--- src/rtl/adc_avg_fifo.sv ---
// adc_avg_fifo: averages groups of 2^LOG2_AVG ADC samples and queues the
// results in a first-word-fall-through FIFO read out by valid/ready.
// A result that finds the FIFO full with no pop is dropped and recorded
// in a sticky overflow flag.
module adc_avg_fifo #(
    parameter int NBITS    = 8,
    parameter int LOG2_AVG = 2,
    parameter int DEPTH    = 4
) (
    input  logic                     clk_i,
    input  logic                     rst_i,
    input  logic                     enable_i,
    input  logic                     clear_i,
    input  logic [NBITS-1:0]         sample_i,
    input  logic                     sample_valid_i,
    output logic [NBITS-1:0]         data_o,
    output logic                     valid_o,
    input  logic                     ready_i,
    output logic [$clog2(DEPTH):0]   level_o,
    output logic                     overflow_o
);

    localparam int AW   = $clog2(DEPTH);
    localparam int ACCW = NBITS + LOG2_AVG;
    // A zero-width counter is not legal, so pass-through mode keeps a
    // one-bit counter that never leaves zero.
    localparam int CNTW = (LOG2_AVG > 0) ? LOG2_AVG : 1;
    localparam logic [CNTW-1:0] CNT_LAST = CNTW'((1 << LOG2_AVG) - 1);

    logic [ACCW-1:0]  acc_q, acc_d;
    logic [CNTW-1:0]  cnt_q, cnt_d;
    logic [AW:0]      wr_ptr_q, wr_ptr_d;
    logic [AW:0]      rd_ptr_q, rd_ptr_d;
    logic             overflow_q, overflow_d;
    logic [NBITS-1:0] mem_q [DEPTH];

    logic [ACCW-1:0]  sum;
    logic [NBITS-1:0] result;
    logic             accept;
    logic             complete;
    logic             push_req;
    logic             pop;
    logic             full;
    logic             empty;
    logic             wr_en;

    assign accept   = sample_valid_i && enable_i && !clear_i;
    // With LOG2_AVG = 0 the counter is pinned at zero, which equals
    // CNT_LAST, so every accepted sample completes a group.
    assign complete = (cnt_q == CNT_LAST);
    assign push_req = accept && complete;
    assign sum      = acc_q + ACCW'(sample_i);
    assign result   = NBITS'(sum >> LOG2_AVG);

    // Pointers carry one extra wrap bit so full and empty differ.
    assign empty    = (wr_ptr_q == rd_ptr_q);
    assign full     = (wr_ptr_q[AW] != rd_ptr_q[AW]) &&
                      (wr_ptr_q[AW-1:0] == rd_ptr_q[AW-1:0]);
    assign pop      = !empty && ready_i;

    assign valid_o    = !empty;
    assign data_o     = mem_q[rd_ptr_q[AW-1:0]];
    assign level_o    = wr_ptr_q - rd_ptr_q;
    assign overflow_o = overflow_q;

    // Next-state logic: clear wins over everything, otherwise accumulate,
    // pop, and push (a full FIFO still accepts a push when it pops too).
    always_comb begin
        acc_d      = acc_q;
        cnt_d      = cnt_q;
        wr_ptr_d   = wr_ptr_q;
        rd_ptr_d   = rd_ptr_q;
        overflow_d = overflow_q;
        wr_en      = 1'b0;
        if (clear_i) begin
            acc_d      = '0;
            cnt_d      = '0;
            wr_ptr_d   = '0;
            rd_ptr_d   = '0;
            overflow_d = 1'b0;
        end else begin
            if (accept) begin
                if (complete) begin
                    acc_d = '0;
                    cnt_d = '0;
                end else begin
                    acc_d = sum;
                    cnt_d = cnt_q + 1'b1;
                end
            end
            if (pop) begin
                rd_ptr_d = rd_ptr_q + 1'b1;
            end
            if (push_req) begin
                if (!full || pop) begin
                    wr_en    = 1'b1;
                    wr_ptr_d = wr_ptr_q + 1'b1;
                end else begin
                    overflow_d = 1'b1;
                end
            end
        end
    end

    // State registers for the accumulator, counter, pointers and flag.
    always_ff @(posedge clk_i or posedge rst_i) begin
        if (rst_i) begin
            acc_q      <= '0;
            cnt_q      <= '0;
            wr_ptr_q   <= '0;
            rd_ptr_q   <= '0;
            overflow_q <= 1'b0;
        end else begin
            acc_q      <= acc_d;
            cnt_q      <= cnt_d;
            wr_ptr_q   <= wr_ptr_d;
            rd_ptr_q   <= rd_ptr_d;
            overflow_q <= overflow_d;
        end
    end

    // FIFO storage; reset to zero so data_o reads 0 out of reset.
    always_ff @(posedge clk_i or posedge rst_i) begin
        if (rst_i) begin
            for (int i = 0; i < DEPTH; i++) begin
                mem_q[i] <= '0;
            end
        end else if (wr_en) begin
            mem_q[wr_ptr_q[AW-1:0]] <= result;
        end
    end

endmodule

--- config.mk ---
export PLATFORM = sky130hd
export DESIGN_NAME = adc_avg_fifo
export DESIGN_NICKNAME = d
export VERILOG_FILES = /design/src/rtl/adc_avg_fifo.sv
export SDC_FILE = /design/constraint.sdc
export NUM_CORES = 1
export LEC_CHECK = 0
export ABC_AREA = 1
export CORE_MARGIN = 5
export CORE_UTILIZATION = 50
export DETAILED_ROUTE_END_ITERATION = 10
export PLACE_DENSITY = 0.71
export SYNTH_ARGS = -nofsm -noshare
export SYNTH_HDL_FRONTEND = slang
export SYNTH_SLANG_ARGS = --single-unit
--- constraint.sdc ---
create_clock -name clk_i -period 5.9 [get_ports clk_i]
set_clock_uncertainty 0.2 [all_clocks]
set_input_delay 0.59 -clock clk_i [delete_from_list [all_inputs] [get_ports clk_i]]
set_output_delay 0.59 -clock clk_i [all_outputs]
set_load 0.01 [all_outputs]
==> results.toml, run 1 <==
[outcome]
status = "complete, no violations"

[detailed_routing]
detail-route-antenna-nets = 0
vias = 2468
wl_per_cell_um = 13.6
drc = 0
vias_per_cell = 5.26
drtIter0Drc = 148
wl_um = 6400
firstDrtPassIters = 5

[floorplanning]
io_pins = 27
die_area_um2 = 7510
die_y_um = 86.7
start_util_pct = 50.5
core_area_um2 = 5820
die_x_um = 86.7
rows = 28

[timing]
worst_hold_slack_ns = 0.286
maxSlewHeadroom_pct = 29.1
hold_viol_final = 0
tightest_slew_ns = 1.06
rsz0062_at_grt = "no"
fmax_ghz = 0.324
fin_crit_ns = 3.09
timing.final.crit_share_pct = 52.4
finalSetupTns_ns = 0
setup_ws_ns = 2.81
setup_viol = 0
drv_slew = 0

[power]
combPwrFrac_pct = 34.2
p_seq_share_pct = 40.1
swShare_pct = 34.0
peakVddDrop_mv = 0.123
p_per_area_nw_per_um2 = 289
p_sw_w = 0.000333
power_w = 0.000980
p_clk_share_pct = 25.8
internal_power_w = 0.000647
cellLeakagePower_nw = 1.87

[logic_synthesis]
avgSynthCellArea_um2 = 8.10
yosysWarnings = 0
netlist.area_leader.share_pct = 43.4
yosysMostFrequentCell = "nand2_1"
synth-edff-count = 0
synth_top_cell_by_area = "dfrtp_1"
synthCells = 363
syn_area_um2 = 2940
seq_area_frac_synth_pct = 43.4
synth_area_leaders = "dfrtp_1 (43%), nand2_1 (17%), ha_1 (6.8%)"
synthFlopType = "dfrtp_1"
yosys_register_bits = 51
ys_types = 32
async_flop_share_pct = 100
syn_nets = 395
yosys-top-cells-count = "nand2_1 (132), dfrtp_1 (51), nand3_1 (33), nor2_1 (27), inv_1 (22)"

[min_path]
holdPathStages = 2
min-delay-start = "mem_q[10]$_DFFE_PP0P_"
min_to = "mem_q[10]$_DFFE_PP0P_"
hold_class = "register to register"

[worst_setup_path]
r2r_end = "mem_q[23]$_DFFE_PP0P_"
crit_chain = "ha_1 -> fa_1 -> xor2_1 -> clkdlybuf4s50_1"
cp-start-kind = "register"
worstSetupPathType = "register to output pin"
cpPeakStageDelay_ns = 0.59
cp_slowest_cell = "dfrtp_1"
crit_fanout = 19
cp.required_ns = 5.11
path_buf_inv = 1
crit_arrival_ns = 2.30
crit_path_end_kind = "output pin"
critical-path-top-delay-family = "adder cells"
ff2ff_setup_slack_ns = 3.43
timing.rr.start = "rd_ptr_q[1]$_DFFE_PP0P_"
reg2reg_depth = 10

[job]
drv_cap = 0

[clocking]
numClockSinks = 51
cts_max_level = 2
clkTransAtPathRegs_ns = 0.10
cts_setup_buffers = 0
hold_buffers = 0
cts_resized = 0
root_buffer = "clkbuf_8"
clk_latency_ns = 0.31
cts_buffer_depth = 2
cts_tree = "built"
numCtsBuffers = 5

[global_routing]
grt-ovfl-total = 0
grt_pass1_wl_um = 11300
grtUsageTotal_pct = 19.0
grt_pass1_vias = 2414
grt_start_max_net_pins = 52
antenna_found_initial = 0

[final_layout]
area_delta_synth_final_pct = 15.5
fin_cells = 469
drive_gt1_share_pct = 8.88
n_antenna_cell = 0
fin_nets = 425

[place]
dp_hpwl_um = 4610
portBuffers = 26
dp_cells = 461
routabilityCongestion = 0.790
dp_slack_ns = 3.14
[how the worst max path moves through the flow]
stage / from / slack (ns) / to / cells past startpoint
finish: rd_ptr_q[0]$_DFFE_PP0P_ / 2.81 / level_o[2] / 4
global route: rd_ptr_q[0]$_DFFE_PP0P_ / 2.62 / data_o[2] / 4
CTS: rd_ptr_q[0]$_DFFE_PP0P_ / 2.81 / level_o[2] / 4
detailed placement: sample_i[0] / 3.14 / mem_q[2]$_DFFE_PP0P_ / 8
global placement: sample_i[0] / 3.14 / mem_q[14]$_DFFE_PP0P_ / 10
floorplan: sample_i[0] / 3.84 / mem_q[10]$_DFFE_PP0P_ / 7
[area by class of cell]
| type | instances | area, um^2 |
|---|---|---|
| well taps | 75 | 93.8 |
| fillers | 562 | 2420 |
| flip-flops and latches | 51 | 1280 |
| clock buffers | 5 | 68.8 |
| multi-input cells | 275 | 1500 |
| repair buffers | 26 | 260 |
| inverters | 34 | 148 |
| clock inverters | 3 | 47.5 |
[cell families (layout without fill, tap and decap cells)]
family / count (synthesis) / count (layout) / synth area share, %
adder cells (fa/ha/maj): 18 / 18 / 8.17
buffers and inverters: 37 / 68 / 5.49
flip-flops: 51 / 51 / 43.4
XOR/XNOR: 6 / 6 / 1.79
AO/OA/AOI/OAI: 43 / 43 / 8.64
AND/OR/NAND/NOR: 208 / 208 / 32.5
[stage by stage]
stage	utilization, %	area, um^2
after floorplan	-	2940
after global placement	56.4	3280
after detailed placement	56.4	3280
after CTS	58.4	3400
after global routing	58.4	3400
final	58.4	3400
[worst register-to-register path: cells and delay by family (launching register included)]
family                     cells  cell delay, ns
DFF                            1            0.57
buffers and inverters          2            0.47
and+or+nand+nor                7            0.76
adders and majority gates      1            0.40
[power by group through the flow]
stage	clock, W	combinational [W]	sequential, W
after floorplan	0	0.000202	0.000386
after CTS	0.000257	0.000338	0.000392
after global routing	0.000275	0.000371	0.000396
after detailed placement	0	0.000337	0.000399
final	0.000252	0.000335	0.000393
after global placement	0	0.000332	0.000398
[routing by layer]
layer	wire length (um)	part of all wire, %	vias to the layer above	track usage (%)
li1	-	-	1232	-
met1	2950	46	1163	25.5
met2	3040	48	61	31.5
met3	315	4.9	12	3.52
met4	85	1.3	0	5.24
met5	0	0	-	0
[state kept, by name, indices dropped and copies added (netlist names)]
name and flops:
rd_ptr_q 3, overflow_o 1, wr_ptr_q 3, cnt_q 2, mem_q 32, acc_q 10
[layout by cell type, fill, tap and decap left out, drive strengths merged, types with 2 or more instances in the layout]
cell type / count
nand2: 139
nor2: 32
a21oi: 5
nand3: 33
clkdlybuf4s50: 26
inv: 34
fa: 2
xnor2: 2
a22o: 3
clkinv: 2
xor2: 4
dfrtp: 51
o21ai: 24
clkbuf: 5
ha: 16
nand3b: 3
o22ai: 8
Note: power is estimated with default switching activity, not from simulation.
==> run 2: changes to the inputs <==
--- a/config.mk
+++ b/config.mk
@@ -9,7 +9,7 @@
 export CORE_MARGIN = 5
 export CORE_UTILIZATION = 50
 export DETAILED_ROUTE_END_ITERATION = 10
-export PLACE_DENSITY = 0.71
+export PLACE_DENSITY = 0.74
 export SYNTH_ARGS = -nofsm -noshare
 export SYNTH_HDL_FRONTEND = slang
 export SYNTH_SLANG_ARGS = --single-unit
==> constraint.sdc (replaced) <==
create_clock -name clk_i -period 2.6 [get_ports clk_i]
set_clock_uncertainty 0.2 [all_clocks]
set_input_delay 0.26 -clock clk_i [delete_from_list [all_inputs] [get_ports clk_i]]
set_output_delay 0.26 -clock clk_i [all_outputs]
set_load 0.01 [all_outputs]
==> results.toml, run 2 (same netlist as run 1, synthesis figures left out) <==
[final_layout]
area_delta_synth_final_pct = 18.3
n_antenna_cell = 0
largest_reg_flops = 32
seq_area_um2 = 1280
postLayoutCellArea_um2 = 3480
drive_gt1_share_pct = 10.5
fillCellCount = 542
fin_cells = 475
final_common_cell = "nand2_1"
top_register = "mem_q"
top_regs = "mem_q (32), acc_q (10)"
fin_nets = 431
multi_input_area_um2 = 1500
layout_common_cells = "nand2_1 (132), dfrtp_1 (51), nand3_1 (33)"

[floorplanning]
io_pins = 27
start_util_pct = 50.5
rows = 28
die_y_um = 86.7
core_area_um2 = 5820
die_x_um = 86.7
die_area_um2 = 7510

[worst_setup_path]
timing.rr.start = "acc_q[0]$_DFFE_PP0P_"
crit_path_end = "level_o[1]"
cp_slowest_cell = "clkdlybuf4s50_1"
crit_start = "wr_ptr_q[0]$_DFFE_PP0P_"
cp-start-kind = "register"
worstSetupPathType = "register to output pin"
crit_fanout = 4
reg2reg_depth = 7
ff2ff_setup_slack_ns = 0.59
cp.required_ns = 2.14
crit_path_end_kind = "output pin"
cpPeakStageDelay_ns = 0.53
r2r_end = "mem_q[10]$_DFFE_PP0P_"
crit_chain = "inv_2 -> ha_1 -> fa_1 -> inv_1 -> clkdlybuf4s50_1"
crit_arrival_ns = 2.02

[clocking]
root_buffer = "clkbuf_8"
clk_latency_ns = 0.30
clkTransAtPathRegs_ns = 0.10
numClockSinks = 51
hold_buffers = 0
cts_max_level = 2
cts_setup_buffers = 0
cts_resized = 0
numCtsBuffers = 5
cts_buffer_depth = 2
cts_tree = "built"

[detailed_routing]
wl_um = 6650
detail-route-antenna-nets = 0
drtIter0Drc = 147
vias = 2563
drc = 0
firstDrtPassIters = 5
wl_per_cell_um = 14.0
vias_per_cell = 5.40

[outcome]
status = "complete, no violations"

[timing]
drv_slew = 0
tightest_slew_ns = 0.860
setup_viol = 0
finalSetupTns_ns = 0
maxSlewHeadroom_pct = 42.5
timing.final.crit_share_pct = 95.5
hold_viol_final = 0
rsz0062_at_grt = "no"
fin_crit_ns = 2.48
fmax_ghz = 0.403

[global_routing]
grt_start_max_net_pins = 28
antenna_found_initial = 0
grt_pass1_wl_um = 11500
grtUsageTotal_pct = 19.3
grt-ovfl-total = 0
grt_pass1_vias = 2466

[place]
dp_hpwl_um = 4680
portBuffers = 26
dp_cells = 467
postPlaceCellArea_um2 = 3340
routabilityCongestion = 0.855

[job]
drv_cap = 0

[power]
cellLeakagePower_nw = 1.92
power_w = 0.00237
peakVddDrop_mv = 0.323
p_per_area_nw_per_um2 = 682

[min_path]
hold_class = "input port to async pin"
==> run 2: where the power goes <==
group	total (W)	internal, W	switching [W]
Clock	0.000654	0.000384	0.000270
Sequential	0.000858	0.000825	0.0000326
Combinational	0.000858	0.000389	0.000469
Total	0.00237	0.00160	0.000772
==> run 2: worst max-delay path, delay by kind of cell (launching register included) <==
kind / cells / cell delay (ns)
adders and majority gates: 2 / 0.64
buffers and inverters: 3 / 0.68
DFF: 1 / 0.42
==> run 2: metrics by stage <==
step	utilization (%)	hold WS, ns	setup slack (ns)
floorplan	-	0.126	0.619
global placement	57.4	0.249	0.257
detailed placement	57.4	0.258	0.221
CTS	59.7	0.136	0.0134
global route	59.8	0.186	0.0102
finish	59.8	0.122	0.116
==> run 2: worst min-delay path by stage <==
stage                           from                      end  slack, ns  cells past startpoint
6_report                       rst_i  rd_ptr_q[2]$_DFFE_PP0P_       0.12                      2
3_5_place_dp    mem_q[9]$_DFFE_PP0P_     mem_q[9]$_DFFE_PP0P_       0.26                      2
3_3_place_gp   mem_q[18]$_DFFE_PP0P_    mem_q[18]$_DFFE_PP0P_       0.25                      2
2_1_floorplan                clear_i   overflow_o$_DFFE_PP0P_       0.13                      1
4_1_cts                        rst_i  wr_ptr_q[2]$_DFFE_PP0P_       0.14                      2
5_1_grt                        rst_i  wr_ptr_q[0]$_DFFE_PP0P_       0.19                      2
==> run 2: area by class of cell <==
class | instances | area share [%]
inverters | 34 | 4.25
well taps | 75 | 2.70
multi-input cells | 275 | 43.2
clock inverters | 3 | 1.94
clock buffers | 5 | 1.98
repair buffers | 32 | 9.22
flip-flops and latches | 51 | 36.7
==> run 2: metal layers <==
layer | global-route usage, % | wire [um] | vias to the layer above | share of wire [%]
met5 | 0 | 0 | - | 0
met4 | 4.67 | 78 | 0 | 1.2
met3 | 2.57 | 308 | 7 | 4.6
met2 | 31.8 | 3140 | 70 | 47
met1 | 27.1 | 3130 | 1244 | 47
li1 | - | - | 1242 | -
